$ cat src/rtl/c_mac_acc.sv
`default_nettype none
// ============================================================================
// Module      : c_mac_acc
// Description : Pipelined complex multiply-accumulate. Each sampled operand
//               pair (a, b) is multiplied at full precision, accumulated into
//               a group of up to ACC_LEN products, then rounded half-up and
//               saturated to an N-bit Q-format result.
// Revision    : 1.0 - initial release
// ============================================================================
module c_mac_acc #(
    parameter int N       = 16,
    parameter int Q       = 8,
    parameter int ACC_LEN = 4,
    parameter int MUL_LAT = 6
) (
    input  logic                clk,
    input  logic                rst_n,
    input  logic                mac_clear,
    input  logic                in_valid,
    input  logic                in_last,
    input  logic signed [N-1:0] in_ar,
    input  logic signed [N-1:0] in_ai,
    input  logic signed [N-1:0] in_br,
    input  logic signed [N-1:0] in_bi,
    output logic signed [N-1:0] out_r,
    output logic signed [N-1:0] out_i,
    output logic                out_valid,
    output logic                out_sat
);

    localparam int c_CNT_W = $clog2(ACC_LEN);
    localparam int c_P_W   = 2 * N + 1;
    localparam int c_ACC_W = c_P_W + c_CNT_W;
    // Operand register is the first multiplier stage; the rest is a delay line.
    localparam int c_DLY   = MUL_LAT - 1;
    localparam logic [c_ACC_W:0]   c_RND      = ({{c_ACC_W{1'b0}}, 1'b1} << Q) >> 1;
    localparam logic [c_CNT_W-1:0] c_CNT_LAST = c_CNT_W'(ACC_LEN - 1);

    // Operand stage
    logic signed [N-1:0] op_ar_q, op_ai_q, op_br_q, op_bi_q;
    logic signed [N-1:0] op_ar_d, op_ai_d, op_br_d, op_bi_d;
    logic                op_v_q, op_v_d, op_l_q, op_l_d;

    // Full-precision partial products and complex product
    logic signed [2*N-1:0]   w_m_rr, w_m_ii, w_m_ri, w_m_ir;
    logic signed [c_P_W-1:0] w_pr, w_pi;

    // Product delay line with its valid/last tags
    logic signed [c_P_W-1:0] dl_pr_q [c_DLY];
    logic signed [c_P_W-1:0] dl_pr_d [c_DLY];
    logic signed [c_P_W-1:0] dl_pi_q [c_DLY];
    logic signed [c_P_W-1:0] dl_pi_d [c_DLY];
    logic [c_DLY-1:0]        dl_v_q, dl_v_d, dl_l_q, dl_l_d;

    // Accumulator and group counter
    logic signed [c_ACC_W-1:0] acc_r_q, acc_r_d, acc_i_q, acc_i_d;
    logic signed [c_ACC_W-1:0] w_pr_ext, w_pi_ext;
    logic [c_CNT_W-1:0]        cnt_q, cnt_d;
    logic                      close_q, close_d;
    logic                      w_tag_v, w_tag_l, w_close;

    // Output registers
    logic signed [N-1:0] out_r_q, out_r_d, out_i_q, out_i_d;
    logic                out_valid_q, out_valid_d, out_sat_q, out_sat_d;
    logic [N:0]          w_rs_r, w_rs_i;

    // Round half up, arithmetic shift by Q, clip to N bits; MSB flags clipping.
    function automatic logic [N:0] round_sat(input logic signed [c_ACC_W-1:0] a);
        logic signed [c_ACC_W:0] t;
        logic signed [c_ACC_W:0] s;
        logic [N:0]              res;
        t = {a[c_ACC_W-1], a} + c_RND;
        s = t >>> Q;
        if ((&s[c_ACC_W:N-1]) || (~|s[c_ACC_W:N-1])) begin
            res = {1'b0, s[N-1:0]};
        end else if (s[c_ACC_W]) begin
            res = {1'b1, 1'b1, {(N-1){1'b0}}};
        end else begin
            res = {1'b1, 1'b0, {(N-1){1'b1}}};
        end
        return res;
    endfunction

    // Capture operands; a clear drops any input sampled in the same cycle
    always_comb begin
        op_ar_d = in_ar;
        op_ai_d = in_ai;
        op_br_d = in_br;
        op_bi_d = in_bi;
        op_v_d  = in_valid & ~mac_clear;
        op_l_d  = in_valid & in_last & ~mac_clear;
    end

    assign w_m_rr = op_ar_q * op_br_q;
    assign w_m_ii = op_ai_q * op_bi_q;
    assign w_m_ri = op_ar_q * op_bi_q;
    assign w_m_ir = op_ai_q * op_br_q;
    assign w_pr   = {w_m_rr[2*N-1], w_m_rr} - {w_m_ii[2*N-1], w_m_ii};
    assign w_pi   = {w_m_ri[2*N-1], w_m_ri} + {w_m_ir[2*N-1], w_m_ir};

    // Shift products and tags down the delay line; a clear kills every tag
    always_comb begin
        dl_pr_d[0] = w_pr;
        dl_pi_d[0] = w_pi;
        dl_v_d     = '0;
        dl_l_d     = '0;
        dl_v_d[0]  = op_v_q & ~mac_clear;
        dl_l_d[0]  = op_l_q;
        for (int k = 1; k < c_DLY; k++) begin
            dl_pr_d[k] = dl_pr_q[k-1];
            dl_pi_d[k] = dl_pi_q[k-1];
            dl_v_d[k]  = dl_v_q[k-1] & ~mac_clear;
            dl_l_d[k]  = dl_l_q[k-1];
        end
    end

    assign w_tag_v  = dl_v_q[c_DLY-1];
    assign w_tag_l  = dl_l_q[c_DLY-1];
    assign w_pr_ext = {{c_CNT_W{dl_pr_q[c_DLY-1][c_P_W-1]}}, dl_pr_q[c_DLY-1]};
    assign w_pi_ext = {{c_CNT_W{dl_pi_q[c_DLY-1][c_P_W-1]}}, dl_pi_q[c_DLY-1]};

    // Load on the first product of a group, add otherwise; close on count or last
    always_comb begin
        acc_r_d = acc_r_q;
        acc_i_d = acc_i_q;
        cnt_d   = cnt_q;
        close_d = 1'b0;
        w_close = w_tag_l || (cnt_q == c_CNT_LAST);
        if (mac_clear) begin
            acc_r_d = '0;
            acc_i_d = '0;
            cnt_d   = '0;
        end else if (w_tag_v) begin
            if (cnt_q == '0) begin
                acc_r_d = w_pr_ext;
                acc_i_d = w_pi_ext;
            end else begin
                acc_r_d = acc_r_q + w_pr_ext;
                acc_i_d = acc_i_q + w_pi_ext;
            end
            close_d = w_close;
            cnt_d   = w_close ? '0 : cnt_q + 1'b1;
        end
    end

    assign w_rs_r = round_sat(acc_r_q);
    assign w_rs_i = round_sat(acc_i_q);

    // Publish a closed group one cycle after its final accumulation
    always_comb begin
        out_r_d     = out_r_q;
        out_i_d     = out_i_q;
        out_sat_d   = out_sat_q;
        out_valid_d = 1'b0;
        if (close_q && !mac_clear) begin
            out_valid_d = 1'b1;
            out_r_d     = w_rs_r[N-1:0];
            out_i_d     = w_rs_i[N-1:0];
            out_sat_d   = w_rs_r[N] | w_rs_i[N];
        end
    end

    // Multiplier pipeline state
    always_ff @(posedge clk or negedge rst_n) begin
        if (!rst_n) begin
            op_ar_q <= '0;
            op_ai_q <= '0;
            op_br_q <= '0;
            op_bi_q <= '0;
            op_v_q  <= 1'b0;
            op_l_q  <= 1'b0;
            dl_v_q  <= '0;
            dl_l_q  <= '0;
            for (int k = 0; k < c_DLY; k++) begin
                dl_pr_q[k] <= '0;
                dl_pi_q[k] <= '0;
            end
        end else begin
            op_ar_q <= op_ar_d;
            op_ai_q <= op_ai_d;
            op_br_q <= op_br_d;
            op_bi_q <= op_bi_d;
            op_v_q  <= op_v_d;
            op_l_q  <= op_l_d;
            dl_v_q  <= dl_v_d;
            dl_l_q  <= dl_l_d;
            for (int k = 0; k < c_DLY; k++) begin
                dl_pr_q[k] <= dl_pr_d[k];
                dl_pi_q[k] <= dl_pi_d[k];
            end
        end
    end

    // Accumulator, counter and output state
    always_ff @(posedge clk or negedge rst_n) begin
        if (!rst_n) begin
            acc_r_q     <= '0;
            acc_i_q     <= '0;
            cnt_q       <= '0;
            close_q     <= 1'b0;
            out_r_q     <= '0;
            out_i_q     <= '0;
            out_valid_q <= 1'b0;
            out_sat_q   <= 1'b0;
        end else begin
            acc_r_q     <= acc_r_d;
            acc_i_q     <= acc_i_d;
            cnt_q       <= cnt_d;
            close_q     <= close_d;
            out_r_q     <= out_r_d;
            out_i_q     <= out_i_d;
            out_valid_q <= out_valid_d;
            out_sat_q   <= out_sat_d;
        end
    end

    assign out_r     = out_r_q;
    assign out_i     = out_i_q;
    assign out_valid = out_valid_q;
    assign out_sat   = out_sat_q;

endmodule
`default_nettype wire

$ cat config.mk
export PLATFORM = sky130hd
export DESIGN_NAME = c_mac_acc
export DESIGN_NICKNAME = d
export VERILOG_FILES = /design/src/rtl/c_mac_acc.sv
export SDC_FILE = /design/constraint.sdc
export NUM_CORES = 2
export LEC_CHECK = 0
export ABC_CLOCK_PERIOD_IN_PS = 9020
export CORE_MARGIN = 4
export CORE_UTILIZATION = 40
export DETAILED_ROUTE_END_ITERATION = 10
export PLACE_DENSITY_LB_ADDON = 0.3
export REMOVE_ABC_BUFFERS = 1
export SYNTH_ARGS = -nofsm -noshare
export SYNTH_HDL_FRONTEND = slang
export SYNTH_SLANG_ARGS = --single-unit
$ cat constraint.sdc
create_clock -name clk -period 9.02 [get_ports clk]
set_input_delay 1.804 -clock clk [delete_from_list [all_inputs] [get_ports clk]]
set_output_delay 1.804 -clock clk [all_outputs]
set_load 0.01 [all_outputs]
==> metrics.md <==
| Metric | Value |
|---|---|
| Synth warn | 0 |
| Via/cell ratio | 4.99 |
| ANT nets after route | 0 |
| Number of fill cells | 14,168 |
| I/O pins | between 100 and 150 |
| Hold buffer count at CTS | 0 |
| RSZ-0062 raised after global routing | no |
| Gate Count Post-Synth | 5,910 |
| DP Wirelength | around 120 mm |
| CP peak stage delay | 720 ps |
| DIE WIDTH | 395 um |
| Final worst slack | 789 ps |
| Max-slew headroom | approximately a fifth |
| DRT Pass-1 Iters | 7 |
| Mapped cell area | roughly 60,000 um^2 |
| Core area | 148,000 um^2 |
| Post-synthesis mux area share | less than 1% |
| Clock Root Buffer | clkbuf_16 |
| Clock buffer depth | 3 |
| Total Wirelength | between 100 and 150 mm |
| Crit. Startpoint | op_ai_q[9] |
| Adder-cell share of the synthesized area | a little under half |
| Crit-path cells | buf_4, nand2_1, fa_1, fa_1, inv_1, fa_1, fa_1, fa_1, fa_1, fa_1, inv_1, fa_1, inv_1, ha_1, nand4_1, or3_1, o211ai_1, and2_1, a311oi_1, o31ai_1, a311oi_1, o21bai_1, xnor2_1 |
| Detailed-route via count | roughly 40,000 |
| Async SR Flop Fraction | between 90% and 100% |
| Primary FF master, synth | dfrtp_1 |
| Layout cells sized above 1 | around 4.0% |
| Vias in the first global route | 42,563 |
| Crit path capture | dl_pi_d[131] |
| Worst R2R Path Depth | 23 |
| Crit start category | flop |
| Final hold vios | 0 |
| Clk_lat worst skew | 680 ps |
| First-pass GRT wire length | around 240 mm |
| Worst path bufs/invs | 4 |
| Worst-path maximum fanout | 21 |
| Num CTS Buffers | 58 |
| CTS tree | done |
| Layout Skew | between 70 and 80 ps |
| Fmax | between 100 and 150 MHz |
| Sink Count | 513 |
| Std-Cell Rows | 141 |
| HP Class | reg -> reg |
| Post-Synth Simple-Gate Area | 12.9% |
| CTS clk-pin slew, worst paths | 70 ps |
| Largest net degree at the start of global routing | 161 |
| Die Span Y | 395 um |
| Sequential element share of the synthesized area | 21.4% |
| WL per Instance | around 18 um |
| R2R Setup Slk | 790 ps |
| CP max-delay cell | dfrtp_1 |
| RR Endpoint | dl_pi_d[131] |
| TNS Setup | 0 ps |
| Gr usage total | 19.2% |
| EDFF count, synth | 0 |
| Post-synthesis xor/xnor area fraction | 2.50% |
| Arr. time, crit path | 8830 ps |
| Die footprint | 156,000 um^2 |
| Gpl congestion | roughly 0.86 |
| Htree depth | 2 |
| GRT overflow | 0 |
| Library cells used by synthesis | 79 |
| CP top delay family | adder cells |
| Layout Nets | 7,546 |
| DRT iter0 DRCs | 2,319 |
| Crit end category | flop |
| Final period utilization | 91.2% |
| Register bit count reported by yosys | 513 |
| Port bufs | 102 |
| Critical path depth | 23 |
| Initial antenna violation count | 7 |
| Initial core utilization | 40.4% |
| Area of the multi-input gates | 41,200 um^2 |
| Number of max-cap violations | 0 |
| Post-place setup slack | 925 ps |
| Launch point of the worst reg-to-reg path | op_ai_q[9] |
| # setup viols final | 0 |
| Yosys top cell by area | fa_1 |
| DRC Markers | 0 |
| Critical path data required time | 9620 ps |
| Post-CTS resize count | 0 |
| Area share of the largest cell type after synthesis | 39.3% |
| Critical path class | reg -> reg |
| Area grow syn2layout | 9.00% |
| Syn avg cell area | approximately 10 um^2 |
| Compound-Gate Fraction of Synth Area | about 5.8% |
| Register area | 12,800 um^2 |
| Post-CTS Setup Inserts | 0 |
| Status | finished clean |
| Minimum clock period | 8230 ps |
| Largest cells by area after synthesis | fa_1, dfrtp_1, inv_1 |
| Fin. max-slew vios | 0 |
| Worst Tran Pin Value | around 1200 ps |
| Most frequent CP cell | fa_1 |
| Largest family of logic cells by synthesized area | adder cells |
registers in the layout, summed over array words and instances, names as in the netlist, 16 cells and up:
| signal | flops |
|---|---|
| acc_i_q | 35 |
| acc_r_q | 35 |
| dl_pi_d | 132 |
| dl_pi_q | 33 |
| dl_pr_d | 132 |
| dl_pr_q | 33 |
| op_ai_q | 16 |
| op_ar_q | 16 |
| op_bi_q | 16 |
| op_br_q | 16 |
| out_i | 16 |
| out_r | 16 |
cell type report:
cell class	count	area share (%)
Multi-Input combinational cell	3846	63.1
Sequential cell	513	19.7
Inverter	1300	7.47
Tap cell	1930	3.70
Timing Repair Buffer	201	2.76
Clock buffer	72	2.43
Clock inverter	37	0.858
Antenna cell	1	0.00383
cells in the mapped netlist (12+ instances only):
library cell	count
a21oi_1	135
and2_1	493
nor3b_1	12
nor2b_1	22
nor2_1	184
nand4_1	18
o21bai_1	19
o21ai_0	96
clkbuf_1	233
inv_1	1298
fa_1	1175
or3_1	13
ha_1	382
o21a_1	22
a211oi_1	18
a21o_1	62
xnor2_1	124
and3_1	27
nand2b_1	35
o211ai_1	24
a311oi_1	34
dfrtp_1	513
a31oi_1	21
mux2i_1	14
nand3_1	51
nand2_1	644
o21ai_1	13
xor2_1	47
nor3_1	36
placed cells by master (no fill, tap or decap), types with 14 or more instances in the layout:
master and count:
inv_1 1298, fa_1 1175, nand2_1 644, dfrtp_1 512, and2_1 493, ha_1 381, nor2_1 184, a21oi_1 135
xnor2_1 124, clkdlybuf4s50_1 100, o21ai_0 96, buf_4 96, a21o_1 62, clkbuf_16 59, nand3_1 51, xor2_1 47
nor3_1 36, nand2b_1 34, a311oi_1 34, and3_1 27, o211ai_1 24, o21a_1 22, nor2b_1 22, a31oi_1 21
o21bai_1 19, nand4_1 18, a211oi_1 18, mux2i_1 14
cell families after synthesis:
logic type,after synthesis
adder cells (fa/ha/maj),1557
flip-flops,513
AO/OA/AOI/OAI,529
AND/OR/NAND/NOR,1573
XOR/XNOR,171
multiplexers,16
buffers and inverters,1551
worst register-to-register path: stages (launching register included):
cell,delay (ps)
dfrtp_1,720
buf_4,400
nand2_1,110
fa_1,490
fa_1,550
inv_1,60
fa_1,490
fa_1,510
fa_1,590
fa_1,450
fa_1,490
inv_1,50
fa_1,480
inv_1,40
ha_1,310
nand4_1,200
or3_1,450
o211ai_1,350
and2_1,290
a311oi_1,200
o31ai_1,470
a311oi_1,150
o21bai_1,180
xnor2_1,130
how the worst min path moves through the flow:
stage / cells after the start / slack (ps) / end / startpoint
6_report: 0 / 300 / dl_pr_q[13] / dl_pr_d[13]
5_1_grt: 0 / 310 / dl_pr_d[15] / dl_pr_d[48]
4_1_cts: 0 / 300 / dl_pr_q[14] / dl_pr_d[14]
3_5_place_dp: 0 / 330 / dl_l_q[0] / op_l_q
3_3_place_gp: 0 / 330 / dl_pi_d[73] / dl_pi_d[106]
2_1_floorplan: 0 / 330 / dl_l_q[0] / op_l_q
per-layer routing:
metal	share of wire, %	vias to the layer above	track usage (%)
li1	-	17757	-
met1	43	20310	26.4
met2	46	1128	30.4
met3	7.6	192	4.18
met4	3.4	8	5.93
met5	0.031	-	0
stage by stage:
stage / utilization, % / std cells / hold slack (ps) / cell area [um^2]
finish: 44.1 / 7900 / 304 / 65300
global route: 44.1 / 7899 / 313 / 65300
CTS: 44.1 / 7899 / 296 / 65300
detailed placement: 42.6 / 7790 / 335 / 63100
global placement: 42.6 / 7790 / 331 / 63100
floorplan: - / 5659 / 331 / 58900
Power is not shown: default switching activity piles up to over one toggle a cycle in this logic, so the estimate is an artifact.
